<file path="src/rtl/prog_ctr.sv">
// Program counter with an IDLE/RUN/DONE sequencer: absolute jumps, conditional
// relative branches, halt, stall, and a saturating retired-instruction count.
module prog_ctr #(
  parameter int PW = 10,
  parameter int OW = 8
) (
  input  logic                 Clk,
  input  logic                 Reset_n,
  input  logic                 Start,
  input  logic                 Stall,
  input  logic                 Cond,
  input  logic                 BranchRel,
  input  logic                 Jump,
  input  logic                 Halt,
  input  logic signed [OW-1:0] Offset,
  input  logic        [PW-1:0] Target,
  output logic        [PW-1:0] ProgCtr,
  output logic                 Running,
  output logic                 Done,
  output logic        [15:0]   InstrCount
);

  typedef enum logic [1:0] {IDLE, RUN, DONE} state_t;

  state_t        state_p0, state_nxt;
  logic [PW-1:0] pc_p0, pc_nxt;
  logic [15:0]   cnt_p0, cnt_nxt;

  function automatic logic [15:0] sat_inc(input logic [15:0] v);
    return (v == 16'hFFFF) ? v : v + 16'd1;
  endfunction

  // Sign-extend the displacement past PW so the sum wraps modulo 2^PW.
  function automatic logic [PW-1:0] rel_add(input logic [PW-1:0] pc,
                                            input logic signed [OW-1:0] off);
    logic signed [PW+OW-1:0] ext;
    logic        [PW+OW-1:0] sum;
    ext = {{PW{off[OW-1]}}, off};
    sum = {{OW{1'b0}}, pc} + ext;
    return sum[PW-1:0];
  endfunction

  always_comb begin
    state_nxt = state_p0;
    pc_nxt    = pc_p0;
    cnt_nxt   = cnt_p0;
    case (state_p0)
      IDLE: begin
        pc_nxt = '0;
        if (Start) begin
          state_nxt = RUN;
          cnt_nxt   = '0;
        end
      end
      RUN: begin
        if (!Stall) begin
          cnt_nxt = sat_inc(cnt_p0);
          if (Halt)                   state_nxt = DONE;
          else if (Jump)              pc_nxt = Target;
          else if (BranchRel && Cond) pc_nxt = rel_add(pc_p0, Offset);
          else                        pc_nxt = pc_p0 + {{(PW-1){1'b0}}, 1'b1};
        end
      end
      DONE: begin
        if (Start) begin
          state_nxt = RUN;
          pc_nxt    = '0;
          cnt_nxt   = '0;
        end
      end
      default: state_nxt = IDLE;
    endcase
  end

  // Stage p0: architectural state register
  always_ff @(posedge Clk) begin
    if (!Reset_n) begin
      state_p0 <= IDLE;
      pc_p0    <= '0;
      cnt_p0   <= '0;
    end else begin
      state_p0 <= state_nxt;
      pc_p0    <= pc_nxt;
      cnt_p0   <= cnt_nxt;
    end
  end

  assign ProgCtr    = pc_p0;
  assign InstrCount = cnt_p0;
  assign Running    = (state_p0 == RUN);
  assign Done       = (state_p0 == DONE);

endmodule

</file>
<file path="config.mk">
export PLATFORM = sky130hd
export DESIGN_NAME = prog_ctr
export DESIGN_NICKNAME = d
export VERILOG_FILES = /design/src/rtl/prog_ctr.sv
export SDC_FILE = /design/constraint.sdc
export NUM_CORES = 1
export LEC_CHECK = 0
export BUFFER_PORTS_ARGS = -buffer_cell sky130_fd_sc_hd__buf_4
export CAP_MARGIN = 25
export CORE_MARGIN = 8
export CORE_UTILIZATION = 50
export CTS_CLUSTER_SIZE = 16
export DETAILED_ROUTE_END_ITERATION = 12
export GPL_ROUTABILITY_DRIVEN = 0
export GPL_TIMING_DRIVEN = 0
export PLACE_DENSITY_LB_ADDON = 0.05
export SLEW_MARGIN = 20
export SYNTH_ARGS = -nofsm -noshare
export SYNTH_HDL_FRONTEND = slang
export SYNTH_SLANG_ARGS = --single-unit
</file>
<file path="constraint.sdc">
create_clock -name Clk -period 3.87 [get_ports Clk]
set_input_delay 0.5805 -clock Clk [delete_from_list [all_inputs] [get_ports Clk]]
set_output_delay 0.5805 -clock Clk [all_outputs]
set_load 0.05 [all_outputs]
</file>
==> flow_metrics.tcl <==
set metrics [dict create \
    cts_resized 0 \
    initial_utilization_pct 51.3 \
    synth-async-reset-ratio_pct 0 \
    finalMaxSlewViolations 0 \
    worstHoldPathType "flip-flop to flip-flop" \
    hold_viol_final 0 \
    grt_pass1_wl_um 9840 \
    first_global_vias 2114 \
    yosys_warnings 0 \
    die_h_um 82.4 \
    htreeDepth 1 \
    worst-path-max-fanout 7 \
    via_per_inst 5.73 \
    hold_start "InstrCount[1]" \
    hpwl_um 4640 \
    wl_um 5860 \
    critPathKind "flip-flop to flip-flop" \
    tns_ps 0 \
    final_common_cell "buf_4" \
    synth_edf_count 0 \
    synth_seq_cells 28 \
    syn_area_um2 2200 \
    status "complete, no violations" \
    area_growth_pct 23.2 \
    coreArea_um2 4290 \
    worst_r2r_endpoint "ProgCtr[8]" \
    holdPathEnd "InstrCount[1]" \
    core.rowCount 24 \
    power_leakage_uw 0.00114 \
    tightestPinTransition_ps 601 \
    layout-drive-gt1-share_pct 23.3 \
    ctsHoldBuffers 0 \
    path_buf_inv 1 \
    port_buffers 50 \
    ant_nets 0 \
    cpPeakStageDelay_ps 470 \
    r2r_slack_ps 1810 \
    ys_seq_area_share_pct 25.4 \
    crit_family "adder cells" \
    cts_root_buffer "clkbuf_8" \
    cap_viol_max_count 0 \
    final_cell_mix "53 x buf_4, 32 x nor2_1, 28 x dfxtp_1, 20 x a21oi_1, 18 x nand2_1" \
    clkSlewWorstSetupHoldPaths_ps 100 \
    drt_iter0_drc 115 \
    powerDensity_nw_per_um2 248 \
    crit_arrival_ps 2220 \
    setup_viol 0 \
    required_ps 4030 \
    syn_inst 277 \
    start_kind "flip-flop" \
    drt-pass1-iter-count 4 \
    boundaryPins 54 \
    grt_usage_pct 18.2 \
    cts_tree "yes" \
    max_freq_mhz 486 \
    finalCritPeriodShare_pct 53.2 \
    insertion_delay_ps 280 \
    end_kind "flip-flop" \
    clock-sinks 28 \
    grt_overflow 0 \
    vdd_drop_max_uv 160 \
    layout_min_cycle_time_ps 2060 \
    routedWlPerCell_um 15.3 \
    synthFlopType "dfxtp_1" \
    drc 0 \
    r2r_cells 8 \
    antenna-diode-count 0 \
    die_area_um2 6790 \
    relSlewSlack_pct 59.8 \
    dr_total_vias 2195 \
    cts_inserted_buffers 3 \
    hold_slack_ps 527 \
    syn_avg_cell_area_um2 7.96 \
    rsz0062_at_grt "false" \
    nNetsFinal 370 \
    synth_fp_nets 315 \
    grt_antenna_before_repair 0 \
    finClkSkew_ps 9.04 \
    crit_slowest_cell "dfxtp_1" \
    reg2reg_from "ProgCtr[0]" \
    ys_types 66 \
    fp.dieW_um 82.4 \
    post_cts_buffers 0 \
    path_cells "ha_1, inv_1, fa_1, nor2b_1, o31a_1, o22ai_1, xor2_1, a21oi_1" \
    grt_start_max_net_pins 17 \
    clockBufferDepth 2 \
    hold_depth 2 \
]
==> sequential cells by signal, summed over array words and instances (netlist names) <==
signal and flops:
InstrCount 16, ProgCtr 10, state_p0 2
==> worst max-delay path by stage <==
stage / start / end / slack, ps / depth (start not counted)
floorplan: ProgCtr[0] / ProgCtr[6] / 1690 / 8
global placement: Offset[5] / ProgCtr[9] / 1690 / 8
detailed placement: Offset[0] / ProgCtr[4] / 1660 / 9
CTS: ProgCtr[0] / ProgCtr[4] / 1810 / 8
global route: ProgCtr[0] / ProgCtr[4] / 1660 / 8
finish: ProgCtr[0] / ProgCtr[8] / 1810 / 8
==> cell families after synthesis <==
family                     synth area share (%)
and+or+nand+nor                            26.2
AOI/OAI and AO/OA                          27.5
DFF                                        25.4
buffers and inverters                      5.28
xor gates and xnor gates                   7.15
adders and majority gates                  7.15
muxes                                      1.36
==> Yosys cell counts (2+ instances only) <==
cell type / n / area share, %
clkbuf_1: 4 / 0.68
o21a_1: 7 / 2.4
nor2_1: 32 / 5.4
o21ai_0: 13 / 3.0
o31a_1: 3 / 1.2
dfxtp_1: 28 / 25
mux2i_1: 3 / 1.4
a21o_1: 4 / 1.4
or3_1: 2 / 0.57
nor2b_1: 2 / 0.57
nand3_2: 2 / 0.91
a21oi_1: 20 / 4.5
o211ai_1: 3 / 1.0
xor2_1: 4 / 1.6
nand2_1: 18 / 3.1
or4_1: 2 / 0.68
xnor2_1: 14 / 5.6
a21oi_2: 2 / 0.79
nor4_1: 4 / 1.1
nand2b_1: 2 / 0.57
nor3_1: 6 / 1.4
nor3b_1: 2 / 0.68
ha_1: 11 / 6.2
a211oi_1: 8 / 2.7
a22oi_1: 3 / 1.0
nand3_1: 11 / 2.5
and3_1: 5 / 1.4
buf_2: 3 / 0.68
buf_4: 3 / 1.0
inv_1: 13 / 2.2
nand4_1: 6 / 1.7
a31oi_1: 3 / 0.85
==> worst reg2reg max path, stage by stage, from the launching register on <==
cell and delay [ps]:
dfxtp_1 470, ha_1 240, inv_1 60, fa_1 400, nor2b_1 180, o31a_1 210
o22ai_1 100, xor2_1 190, a21oi_1 100
==> area by class of cell <==
type	instances	area (µm²)
Clock buffer	3	41.3
Fill cell	402	1580
Multi-Input combinational cell	224	1530
Clock inverter	1	30.0
Sequential cell	28	561
Tap cell	52	65.1
Timing Repair Buffer	50	375
Inverter	14	52.6
Buffer	11	63.8
==> power breakdown <==
part           internal (µW)  leakage, µW  switching [µW]
clock network            139    0.0000357            95.5
registers                292     0.000226            5.61
logic                   58.6     0.000881            81.6
==> through the flow <==
| stage | setup slack [ps] | total power (µW) | instances | util, % | area (µm²) |
|---|---|---|---|---|---|
| 6_report | 1810 | 672 | 383 | 63.3 | 2720 |
| 5_1_grt | 1660 | 699 | 383 | 63.3 | 2720 |
| 4_1_cts | 1810 | 676 | 383 | 63.3 | 2720 |
| 3_5_place_dp | 1660 | 445 | 379 | 61.6 | 2650 |
| 3_3_place_gp | 1690 | 443 | 379 | 61.6 | 2650 |
| 2_1_floorplan | 1690 | 397 | 277 | - | 2200 |
==> metal layers <==
| metal | up-vias | share of wire [%] | GRT usage [%] | wire [µm] |
|---|---|---|---|---|
| li1 | 1138 | - | - | - |
| met1 | 1003 | 43 | 21.9 | 2540 |
| met2 | 43 | 51 | 31.8 | 2970 |
| met3 | 11 | 4.1 | 2.38 | 239 |
| met4 | 0 | 1.9 | 7.02 | 112 |
| met5 | - | 0 | 0 | 0 |
Power figures use the tool's default switching activity.
